## src/rtl/pipe_ctrl_pkg.sv

```systemverilog
// Shared widths, stall encodings, FSM states and helpers for the pipeline control unit.
package pipe_ctrl_pkg;

    localparam int unsigned RADDR_WIDTH = 5;
    localparam int unsigned ADDR_WIDTH  = 32;

    localparam logic STOP   = 1'b1;
    localparam logic NOSTOP = 1'b0;

    localparam logic [RADDR_WIDTH-1:0] ZERO_REG = '0;
    localparam logic [ADDR_WIDTH-1:0]  ZERO     = '0;

    // Stall vector bits: 0 pc, 1 if_id, 2 id_exe, 3 exe_mem, 4 mem_wb, 5 wb
    localparam logic [5:0] STALL_NONE     = 6'b000000;
    localparam logic [5:0] STALL_LOAD_USE = 6'b000111;
    localparam logic [5:0] STALL_EXE      = 6'b001111;
    localparam logic [5:0] STALL_MEM      = 6'b011111;

    typedef enum logic {
        StRun     = 1'b0,
        StMemWait = 1'b1
    } state_e;

    function automatic logic reg_match(input logic re,
                                       input logic [RADDR_WIDTH-1:0] raddr,
                                       input logic [RADDR_WIDTH-1:0] rd);
        return re && (raddr == rd);
    endfunction

endpackage

```

## src/rtl/pipe_ctrl_hazard_detect.sv

```systemverilog
// Combinational load-use comparator: the ID instruction reads the register a load in EXE
// is about to write. x0 never creates a dependency.
module pipe_ctrl_hazard_detect
    import pipe_ctrl_pkg::*;
(
    input  logic [RADDR_WIDTH-1:0] rs1_raddr_i,
    input  logic [RADDR_WIDTH-1:0] rs2_raddr_i,
    input  logic                   rs1_re_i,
    input  logic                   rs2_re_i,
    input  logic                   inst_is_load_i,
    input  logic [RADDR_WIDTH-1:0] rd_i,
    output logic                   load_use_o
);

    assign load_use_o = inst_is_load_i && (rd_i != ZERO_REG) &&
                        (reg_match(rs1_re_i, rs1_raddr_i, rd_i) ||
                         reg_match(rs2_re_i, rs2_raddr_i, rd_i));

endmodule

```

## src/rtl/pipe_ctrl.sv

```systemverilog
// Pipeline control: MEM-wait FSM, stall/flush priority mux and stall counter.
// Optional bus watchdog is compiled in with `define PIPE_CTRL_TIMEOUT_EN.
module pipe_ctrl
    import pipe_ctrl_pkg::*;
#(
    parameter int unsigned TIMEOUT_CYCLES = 256,
    parameter int unsigned CNT_WIDTH      = 32
) (
    input  logic                   clk_i,
    input  logic                   rst_i,
    input  logic [RADDR_WIDTH-1:0] rs1_raddr_i,
    input  logic [RADDR_WIDTH-1:0] rs2_raddr_i,
    input  logic                   rs1_re_i,
    input  logic                   rs2_re_i,
    input  logic                   inst_is_load_i,
    input  logic [RADDR_WIDTH-1:0] rd_i,
    input  logic                   exe_busy_i,
    input  logic                   jump_i,
    input  logic [ADDR_WIDTH-1:0]  jump_addr_i,
    input  logic                   mem_req_i,
    input  logic                   mem_ack_i,
    output logic [5:0]             stall_o,
    output logic                   flush_jump_o,
    output logic                   jump_o,
    output logic [ADDR_WIDTH-1:0]  jump_addr_o,
    output logic [CNT_WIDTH-1:0]   stall_cnt_o,
    output logic                   timeout_err_o
);

    state_e               state_q;
    logic                 load_use;
    logic                 mem_wait;
    logic                 mem_stall;
    logic                 timeout_hit;
    logic [CNT_WIDTH-1:0] stall_cnt_q;

    pipe_ctrl_hazard_detect u_hazard_detect (
        .rs1_raddr_i    (rs1_raddr_i),
        .rs2_raddr_i    (rs2_raddr_i),
        .rs1_re_i       (rs1_re_i),
        .rs2_re_i       (rs2_re_i),
        .inst_is_load_i (inst_is_load_i),
        .rd_i           (rd_i),
        .load_use_o     (load_use)
    );

    // An ack in the request cycle completes the access with no stall at all.
    assign mem_wait  = (state_q == StMemWait) ? !mem_ack_i : (mem_req_i && !mem_ack_i);
    assign mem_stall = mem_wait && !timeout_hit;

`ifdef PIPE_CTRL_TIMEOUT_EN
    localparam int unsigned WaitW = $clog2(TIMEOUT_CYCLES) + 1;
    localparam logic [WaitW-1:0] WaitLast = WaitW'(TIMEOUT_CYCLES - 1);

    logic [WaitW-1:0] wait_cnt_q;
    logic             timeout_err_q;

    assign timeout_hit = (state_q == StMemWait) && !mem_ack_i && (wait_cnt_q == WaitLast);

    // Held at zero in StRun, so it starts from zero on every entry to StMemWait.
    always_ff @(posedge clk_i) begin
        if (rst_i) begin
            wait_cnt_q    <= '0;
            timeout_err_q <= 1'b0;
        end else begin
            if (state_q == StRun) begin
                wait_cnt_q <= '0;
            end else begin
                wait_cnt_q <= wait_cnt_q + WaitW'(1);
            end
            if (timeout_hit) begin
                timeout_err_q <= 1'b1;
            end
        end
    end

    assign timeout_err_o = timeout_err_q;
`else
    logic unused_timeout_cycles;

    assign unused_timeout_cycles = ^TIMEOUT_CYCLES;
    assign timeout_hit           = 1'b0;
    assign timeout_err_o         = 1'b0;
`endif

    always_ff @(posedge clk_i) begin
        if (rst_i) begin
            state_q <= StRun;
        end else begin
            case (state_q)
                StRun: begin
                    if (mem_req_i && !mem_ack_i) begin
                        state_q <= StMemWait;
                    end
                end
                StMemWait: begin
                    if (mem_ack_i || timeout_hit) begin
                        state_q <= StRun;
                    end
                end
                default: state_q <= StRun;
            endcase
        end
    end

    // A jump held behind a MEM/EXE stall stays on jump_i and flushes on the first free cycle.
    always_comb begin
        stall_o      = STALL_NONE;
        flush_jump_o = 1'b0;
        jump_o       = 1'b0;
        jump_addr_o  = ZERO;
        if (!rst_i) begin
            if (mem_stall) begin
                stall_o = STALL_MEM;
            end else if (exe_busy_i) begin
                stall_o = STALL_EXE;
            end else if (jump_i) begin
                flush_jump_o = 1'b1;
                jump_o       = 1'b1;
                jump_addr_o  = jump_addr_i;
            end else if (load_use) begin
                stall_o = STALL_LOAD_USE;
            end
        end
    end

    always_ff @(posedge clk_i) begin
        if (rst_i) begin
            stall_cnt_q <= '0;
        end else if ((stall_o[0] == STOP) && (stall_cnt_q != '1)) begin
            stall_cnt_q <= stall_cnt_q + CNT_WIDTH'(1);
        end
    end

    assign stall_cnt_o = stall_cnt_q;

endmodule
```

## config.mk

```make
export PLATFORM = sky130hd
export DESIGN_NAME = pipe_ctrl
export DESIGN_NICKNAME = d
export VERILOG_FILES = /design/src/rtl/pipe_ctrl_pkg.sv /design/src/rtl/pipe_ctrl_hazard_detect.sv /design/src/rtl/pipe_ctrl.sv
export SDC_FILE = /design/constraint.sdc
export NUM_CORES = 1
export LEC_CHECK = 0
export ABC_AREA = 1
export BUFFER_PORTS_ARGS = -buffer_cell sky130_fd_sc_hd__buf_2
export CELL_PAD_IN_SITES_DETAIL_PLACEMENT = 1
export CELL_PAD_IN_SITES_GLOBAL_PLACEMENT = 2
export CORE_UTILIZATION = 22
export DETAILED_ROUTE_END_ITERATION = 8
export GPL_TIMING_DRIVEN = 0
export PLACE_DENSITY_LB_ADDON = 0.1
export SYNTH_ARGS = -nofsm -noshare
export SYNTH_HDL_FRONTEND = slang
export SYNTH_HIERARCHICAL = 1
export SYNTH_SLANG_ARGS = --single-unit
```

## constraint.sdc

```tcl
create_clock -name clk_i -period 2.13 [get_ports clk_i]
set_clock_uncertainty 0.2 [all_clocks]
set_input_delay 0 -clock clk_i [delete_from_list [all_inputs] [get_ports clk_i]]
set_output_delay 0 -clock clk_i [all_outputs]
set_load 0.01 [all_outputs]
```

==> results of run 1 <==
[flip-flops by register name, summed over array words and instances (netlist names)]
signal       flops
stall_cnt_o     32
state_q          1
[cells by family (layout without fill, tap and decap cells)]
group | Yosys count | after routing
AOI/OAI and AO/OA | 32 | 32
xor gates and xnor gates | 1 | 1
adders and majority gates | 1 | 1
buffers and inverters | 89 | 225
DFF | 33 | 33
other | 1 | 2
and+or+nand+nor | 326 | 326
[cell type report]
type | instances | share of cell area
Tap cell | 147 | 0.0498
Clock buffer | 7 | 0.0386
Inverter | 71 | 0.0722
Timing Repair Buffer | 129 | 0.179
Buffer | 18 | 0.0410
Sequential cell | 33 | 0.180
Multi-Input combinational cell | 362 | 0.440
[power breakdown]
| group | internal, mW | total, mW | switching [mW] |
|---|---|---|---|
| Sequential | 0.625 | 0.635 | 0.00948 |
| Clock | 0.459 | 0.734 | 0.275 |
| Combinational | 0.108 | 0.240 | 0.133 |
[per-layer routing]
layer  track usage  vias to the layer above  wire length [µm]
li1              -                     1715                 -
met1         0.189                     1459              4420
met2         0.293                      112              4750
met3        0.0362                       12               609
met4        0.0569                        0               151
met5             0                        -                 0
[timing repair]
item / in CTS / in global routing
setup endpoints to repair: 1 / 28
pin swaps: 0 / 1
hold buffers: 3 / 0
resized for setup: 1 / 8
hold endpoints to repair: 3 / 0
[metrics by stage]
stage	util	cells	setup slack (ns)	hold WS, ns
6_report	0.309	767	0.183	0.0915
5_1_grt	0.309	767	0.00525	0.103
4_1_cts	0.308	767	0.0484	0.0946
3_5_place_dp	0.293	757	0.0110	0.0567
3_3_place_gp	0.293	757	0.0210	0.0454
2_1_floorplan	-	484	0.313	-0.156
[critical path, stage by stage]
cell and delay (ns):
dlygate4sd3_1 0.53, buf_2 0.16, inv_1 0.19, nand4_1 0.28, clkbuf_1 0.29, nor2_1 0.15, buf_2 0.15
[synth_stat cells]
| cell | instances | share of area |
|---|---|---|
| nand2_1 | 130 | 0.18 |
| clkbuf_1 | 3 | 0.0042 |
| nor2_4 | 2 | 0.0084 |
| xnor2_1 | 1 | 0.0033 |
| o21bai_2 | 1 | 0.0042 |
| buf_4 | 5 | 0.014 |
| conb_1 | 1 | 0.0014 |
| nand3_4 | 1 | 0.0065 |
| nor2_2 | 5 | 0.012 |
| inv_1 | 67 | 0.094 |
| ha_1 | 1 | 0.0047 |
| and2_2 | 1 | 0.0028 |
| nand3_1 | 19 | 0.035 |
| nor2_1 | 136 | 0.19 |
| or2_2 | 1 | 0.0023 |
| buf_2 | 2 | 0.0037 |
| o21ai_0 | 1 | 0.0019 |
| nand3_2 | 13 | 0.048 |
| inv_2 | 4 | 0.0056 |
| nand2_2 | 10 | 0.023 |
| buf_6 | 8 | 0.034 |
| dfxtp_1 | 33 | 0.25 |
| and2_1 | 5 | 0.012 |
| nand4_1 | 3 | 0.0070 |
| a21oi_1 | 30 | 0.056 |
[worst paths after layout]
check,from,end,slack [ns],cells after the start
worst max-delay path,rst_i,jump_addr_o[6],0.18,7
worst min-delay path,jump_addr_i[3],jump_addr_o[3],0.09,4
worst max register to register,stall_cnt_o[2]$_SDFFE_PP0P_,stall_cnt_o[31]$_SDFFE_PP0P_,0.20,9
worst min register to register,stall_cnt_o[1]$_SDFFE_PP0P_,stall_cnt_o[1]$_SDFFE_PP0P_,0.30,2
[cell usage in the layout, fill, tap and decap left out, types with 2 or more instances in the layout]
| cell | n |
|---|---|
| dfxtp_1 | 31 |
| buf_2 | 128 |
| buf_6 | 8 |
| nor2_1 | 134 |
| nand3_1 | 19 |
| dlygate4sd3_1 | 3 |
| a21oi_1 | 30 |
| nor2_2 | 7 |
| nand3_2 | 13 |
| inv_1 | 67 |
| inv_2 | 4 |
| nand2_2 | 10 |
| dfxtp_2 | 2 |
| nand2_1 | 130 |
| conb_1 | 2 |
| nand4_1 | 3 |
| nor2_4 | 2 |
| clkbuf_1 | 2 |
| buf_4 | 5 |
| clkbuf_16 | 5 |
| clkbuf_2 | 2 |
| and2_1 | 5 |
==> flow_summary.toml, run 1 <==
[timing]
finalMaxSlewViolations = 0
hold_violations = 0
setup_viol = 0
max_freq_ghz = 0.514
rsz0062_at_grt = "no"
final.setup.tns_ns = 0
finalCritPeriodShare = 0.914
layout_min_cycle_time_ns = 1.95

[place]
gp_congestion = 0.755
placed_area_um2 = 3510
portBuffers = 126
dp_hpwl_um = 8080

[synth]
ys.warnings.count = 6
avgSynthCellArea_um2 = 5.57
synthCells = 483
synth_compound_area_frac = 0.0619
synthAdderAreaFrac = 0.00465
yosys.area_share.simple = 0.529
synth_cell_types = 25
synthMuxAreaShare = 0
seq_area_frac_synth = 0.246
synthesis.area_um2 = 2690
ys_seq_elements = 33
synth_top_family_by_area = "simple AND/OR/NAND/NOR gates"
synth-xor-area-share = 0.00326

[clock_network]
root_buffer = "clkbuf_16"
cts_tree = "done"
clock_latency_ns = 0.29
cts_setup_buffers = 0
max-clock-path-buffers = 2
cts_htree_levels = 2
cts_made_buffers = 5
cts.sinks = 33

[layout]
antenna_cells = 0
fin_area_um2 = 3690
drive_gt1_frac = 0.310
regArea_um2 = 663
multi_input_area_um2 = 1620
nNetsFinal = 677
synthToLayoutAreaGrowth_pct = 37.3
final.fill_count = 1639

[critical_path]
end_kind = "output pin"
crit_type = "in -> out"
cp_max_fo = 10
critPathLaunchType = "primary input"
cp.required_ns = 1.93
arrival_ns = 1.75

[grt]
grt_start_max_net_pins = 12
grt.total_usage = 0.163
antenna_found_initial = 0
first_global_vias = 3398
grt_overflow = 0
grt_pass1_wl_um = 16400

[power]
power.total_mw = 1.61
pwr_density_cell_nw_per_um2 = 436
leakage_nw = 1.93
vdd_drop_max_mv = 0.237

[outcome]
status = "finished, final reports clean"

[drt]
antenna_left = 0
avgViaCountPerCell = 4.30
drt_first_pass_iters = 4
wire_per_inst_um = 12.9
vias = 3298
routed_wl_um = 9920
drcViolationCount = 0
drt_iter0_markers = 118

[floorplan]
core_um2 = 12000
fp.dieArea_um2 = 12700
start_util = 0.225
ios = 129
die_w_um = 113
die_h_um = 113
num_rows = 40

[job]
cap_violations = 0

[min_path]
hold_path.class = "in -> out"
Power figures use the tool's default switching activity.
==> run 2, diff against run 1 <==
--- a/config.mk
+++ b/config.mk
@@ -12,6 +12,7 @@
 export CORE_UTILIZATION = 22
 export DETAILED_ROUTE_END_ITERATION = 8
 export GPL_TIMING_DRIVEN = 0
+export MAX_ROUTING_LAYER = met4
 export PLACE_DENSITY_LB_ADDON = 0.1
 export SYNTH_ARGS = -nofsm -noshare
 export SYNTH_HDL_FRONTEND = slang
==> run 2 against run 1 <==
Against the previous run:
- via count is essentially flat
- first-iteration DRC count is 2.5% lower
- combinational power is essentially flat
- wire length shrank 0.11%
- power about the same
- core utilization did not move
- setup slack got worse by 0.0018 ns
- critical endpoint unchanged
- largest power group unchanged
==> flow_summary.toml, run 2 (synthesized netlist as in run 1, its figures left out) <==
[drt]
drcViolationCount = 0
wl_met3_um = 456
routed_wl_um = 9910
wl_met1_um = 4590
avgViaCountPerCell = 4.30
vias = 3300
top_layer = "met4"
wl_met2_um = 4740
drt_iter0_markers = 115
wire_per_inst_um = 12.9
antenna_left = 0
drt_first_pass_iters = 4

[power]
pwr-share-comb = 0.150
p_sw_mw = 0.417
power.total_mw = 1.61
pwr_density_cell_nw_per_um2 = 436
seq_power_share = 0.395
pwr-share-clk = 0.456
p_int_mw = 1.19
leakage_nw = 1.93
vdd_drop_max_mv = 0.238
swShare = 0.259

[timing]
max_freq_ghz = 0.513
rsz0062_at_grt = "no"
layout_min_cycle_time_ns = 1.95
finalCritPeriodShare = 0.915
setup_viol = 0
finalMaxSlewViolations = 0
final.setup.tns_ns = 0
hold_violations = 0

[layout]
antenna_cells = 0
instances_no_fill = 767
final_cell_mix = "nor2_1 (134), nand2_1 (130), buf_2 (128)"
drive_gt1_frac = 0.310
fin_area_um2 = 3690
synthToLayoutAreaGrowth_pct = 37.3
final_common_cell = "nor2_1"
largest_reg_flops = 32
utilization = 0.309
nNetsFinal = 677

[critical_path]
cp_max_fo = 10
slowest_stage = "dlygate4sd3_1"
critPathLaunchType = "primary input"
arrival_ns = 1.75
cp.required_ns = 1.93
cpLargestDelayFamily = "buffers and inverters"
crit_top_cell = "buf_2"
crit_type = "in -> out"
end_kind = "output pin"
cp_slowest_stage_delay_ns = 0.53
cp_num_buf_inv = 5
crit_chain = "dlygate4sd3_1 -> buf_2 -> inv_1 -> nand4_1 -> clkbuf_1 -> nor2_1 -> buf_2"

[clock_network]
root_buffer = "clkbuf_16"
clock_latency_ns = 0.29
cts_setup_buffers = 0
max-clock-path-buffers = 2
cts.sinks = 33
cts_made_buffers = 5
cts_htree_levels = 2
cts_tree = "done"

[place]
gp_congestion = 0.765
dp_hpwl_um = 8080
placed_area_um2 = 3510
placed_cells = 757
portBuffers = 126

[grt]
grt_start_max_net_pins = 12
first_global_vias = 3405
grt_pass1_wl_um = 16400
grt_overflow = 0
grt.total_usage = 0.168
antenna_found_initial = 0

[floorplan]
start_util = 0.225
ios = 129
fp.dieArea_um2 = 12700
num_rows = 40
die_h_um = 113
die_w_um = 113
core_um2 = 12000

[outcome]
status = "finished, final reports clean"

[min_path]
hold_path.class = "in -> out"

[job]
cap_violations = 0
## run 2: cell counts in the layout (fill, tap and decap cells not counted)
Identical to the previous run, type by type.
## run 2: final cells by class
type	count	area, µm²
Inverter	71	267
Sequential cell	33	663
Timing Repair Buffer	129	661
Fill cell	1639	8270
Tap cell	147	184
Multi-Input combinational cell	362	1620
Clock buffer	7	143
Buffer	18	151
## run 2: path summary, 6_finish.rpt
kind	start	to	slack, ns	cells past startpoint
worst min register to register	stall_cnt_o[1]$_SDFFE_PP0P_	stall_cnt_o[1]$_SDFFE_PP0P_	0.30	2
worst min-delay path	jump_addr_i[3]	jump_addr_o[3]	0.09	4
worst max register to register	stall_cnt_o[2]$_SDFFE_PP0P_	stall_cnt_o[31]$_SDFFE_PP0P_	0.20	9
worst max-delay path	rst_i	jump_addr_o[6]	0.18	7
## run 2: timing repair
item,4_1_cts,5_1_grt
setup endpoints to repair,1,29
hold endpoints to repair,3,0
gates resized for setup,1,8
hold buffers,3,0
pin swaps,0,1
## run 2: per-stage QoR
| step | worst slack (ns) | hold WS [ns] |
|---|---|---|
| after floorplan | 0.313 | -0.156 |
| after global placement | 0.0210 | 0.0454 |
| after detailed placement | 0.0110 | 0.0567 |
| after CTS | 0.0484 | 0.0946 |
| after global routing | 0.00525 | 0.103 |
| final | 0.181 | 0.0920 |
## run 2: power groups by stage
| stage | Sequential [mW] | Clock (mW) | Combinational, mW |
|---|---|---|---|
| finish | 0.635 | 0.733 | 0.241 |
| global route | 0.635 | 0.781 | 0.275 |
| CTS | 0.634 | 0.767 | 0.245 |
| detailed placement | 0.647 | 0 | 0.240 |
| global placement | 0.647 | 0 | 0.235 |
| floorplan | 0.648 | 0 | 0.125 |
## run 2: worst register-to-register path, cell delays in order, from the launching register on
cell,delay (ns)
dfxtp_1,0.42
inv_1,0.09
nor2_1,0.20
nand2_1,0.18
nor2_2,0.30
nand2_1,0.11
nor2_1,0.16
nand3_2,0.07
nand2_1,0.06
nor2_1,0.03
## run 2: layer usage
| metal | GRT usage | up-vias |
|---|---|---|
| met3 | 0.0281 | 10 |
| li1 | - | 1717 |
| met5 | - | - |
| met1 | 0.197 | 1464 |
| met2 | 0.293 | 109 |
| met4 | 0.0489 | 0 |
==> run 3, diff against run 2 <==
--- a/config.mk
+++ b/config.mk
@@ -16,5 +16,4 @@
 export PLACE_DENSITY_LB_ADDON = 0.1
 export SYNTH_ARGS = -nofsm -noshare
 export SYNTH_HDL_FRONTEND = slang
-export SYNTH_HIERARCHICAL = 1
 export SYNTH_SLANG_ARGS = --single-unit
==> run 3 against run 2 <==
Against the previous run:
- the flow now finishes with violations (design-rule violations)
- combinational power fell by 2%
- critical endpoint is now stall_cnt_o[13]$_SDFFE_PP0P_
- register-to-register slack got worse by 0.05 ns
- global-route usage rose by 0.37 points
==> flow_summary.toml, run 3 <==
[clock_network]
cts_htree_levels = 2
cts.sinks = 33
clock_latency_ns = 0.28
cts_tree = "done"
max-clock-path-buffers = 2
clk_pin_slew_ns = 0.05
cts_made_buffers = 5
root_buffer = "clkbuf_16"

[drt]
antenna_left = 0
drt_first_pass_iters = 6
routed_wl_um = 10200
vias = 3343
drt_iter0_markers = 126
wire_per_inst_um = 13.3
drcViolationCount = 3
avgViaCountPerCell = 4.39

[timing]
layout_min_cycle_time_ns = 1.98
rsz0062_at_grt = "yes"
setup_viol = 0
hold-worst-slack_ns = 0.0794
timing.final.ws_setup_ns = 0.152
finalCritPeriodShare = 0.929
hold_violations = 0
max_freq_ghz = 0.505
tightest_slew_ns = 0.529
finalMaxSlewViolations = 0
relSlewSlack = 0.647

[synth]
synthCells = 483
synth_cell_types = 25
seq_area_frac_synth = 0.247
synth_top_cell_by_area = "dfxtp_1"
synth_edf_count = 0
avgSynthCellArea_um2 = 5.53
synthesis.area_um2 = 2670
synth_area_leaders = "dfxtp_1 (25%), nand2_1 (23%), nor2_1 (13%), inv_1 (8.4%), nand3_1 (6.6%)"
yosysTopAreaCellShare = 0.247
yosysMostFrequentCell = "nand2_1"
synthFlopType = "dfxtp_1"
async_flop_share = 0
synth_common_cells = "nand2_1 (162), nor2_1 (93), inv_1 (60)"
ys.warnings.count = 0
ys_seq_elements = 33

[floorplan]
ios = 129
num_rows = 39
fp.dieArea_um2 = 12600
die_w_um = 112
start_util = 0.230
core_um2 = 11600
die_h_um = 112

[outcome]
failed_checks = "design-rule violations"
status = "finished with violations"

[layout]
drive_gt1_frac = 0.281
synthToLayoutAreaGrowth_pct = 38.6
utilization = 0.319
final.fill_count = 1599
antenna_cells = 0
final_common_cell = "nand2_1"
regArea_um2 = 671
final_cell_mix = "nand2_1 (161), buf_2 (130), nor2_1 (89)"
multi_input_area_um2 = 1690
nNetsFinal = 676
largest_reg_flops = 32

[critical_path]
arrival_ns = 1.92
crit_type = "reg -> reg"
cp_max_fo = 10
critPathLaunchType = "flop"
rr_startpoint = "stall_cnt_o[0]$_SDFFE_PP0P_"
cp.required_ns = 2.07
end_kind = "flop"
startpoint = "stall_cnt_o[0]$_SDFFE_PP0P_"

[place]
dp_hpwl_um = 8360
place_ws_ns = -0.106
gp_congestion = 0.788
portBuffers = 125

[power]
vdd_drop_max_mv = 0.235
leakage_nw = 1.88
pwr_density_cell_nw_per_um2 = 431

[grt]
grt_start_max_net_pins = 13
grt_pass1_wl_um = 16700
grt.total_usage = 0.171
antenna_found_initial = 0
grt_overflow = 0
first_global_vias = 3486

[job]
cap_violations = 0

[min_path]
min_from = "rst_i"
hold_path.class = "in -> reg"
[run 3: cell count changes after synthesis, sizes merged, moves of 3 or more]
cell	delta
clkbuf	+4
nand3b	+13
nor3	+3
xor2	+10
xnor2	+4
nor2	-46
and2	-6
nand2	+26
inv	-11
nand3	+4
[run 3: layer usage]
| layer | wire [µm] | GRT usage | vias up |
|---|---|---|---|
| met4 | 90 | 0.0400 | 0 |
| met3 | 417 | 0.0248 | 5 |
| li1 | - | - | 1736 |
| met1 | 4870 | 0.213 | 1509 |
| met5 | 0 | - | - |
| met2 | 4780 | 0.293 | 93 |
[run 3: where the power goes]
group	internal [mW]	switching, mW
combinational	0.101	0.136
clock	0.459	0.271
sequential	0.621	0.00501
[run 3: final timing paths]
| check | slack [ns] | depth (start not counted) | endpoint |
|---|---|---|---|
| worst max-delay path | 0.15 | 9 | stall_cnt_o[13]$_SDFFE_PP0P_ |
| worst min-delay path | 0.08 | 4 | stall_cnt_o[24]$_SDFFE_PP0P_ |
| worst max register to register | 0.15 | 9 | stall_cnt_o[13]$_SDFFE_PP0P_ |
| worst min register to register | 0.30 | 2 | stall_cnt_o[3]$_SDFFE_PP0P_ |
[run 3: critical path: stages (launching register included)]
cell and delay, ns:
dfxtp_2 0.40, ha_2 0.27, nand2_2 0.14, clkinv_2 0.09
nand3_2 0.06, nor2_2 0.10, nand3_2 0.14, buf_2 0.24
nand3_1 0.11, a21oi_1 0.07
[run 3: layout make-up]
class / count / area share
inverters: 61 / 0.0622
clock buffers: 7 / 0.0386
plain buffers: 21 / 0.0348
well taps: 143 / 0.0484
multi-input cells: 369 / 0.458
flip-flops and latches: 33 / 0.181
repair buffers: 128 / 0.177
[run 3: kinds of logic (layout without fill, tap and decap cells)]
group                      after synthesis  in the layout  synth area share
xor gates and xnor gates                15             15            0.0492
DFF                                     33             33             0.247
adders and majority gates                1              1           0.00469
AOI/OAI and AO/OA                       32             32            0.0609
and+or+nand+nor                        319            319             0.503
other                                    1              2           0.00140
buffers and inverters                   82            217             0.133
[run 3: what timing repair did]
action	4_1_cts	5_1_grt
buffers inserted	0	0
endpoints found under the setup margin	31	61
endpoints found under the hold margin	4	0
resized for setup	7	18
hold buffers	3	0
[run 3: stage by stage]
| stage | cells | area [µm²] | power, mW | TNS [ns] |
|---|---|---|---|---|
| after global placement | 752 | 3480 | 0.867 | -0.283 |
| after detailed placement | 752 | 3480 | 0.872 | -0.475 |
| final | 762 | 3700 | 1.59 | 0 |
| after floorplan | 484 | 2670 | 0.761 | 0 |
| after CTS | 762 | 3670 | 1.62 | 0 |
| after global routing | 762 | 3700 | 1.69 | -0.00187 |
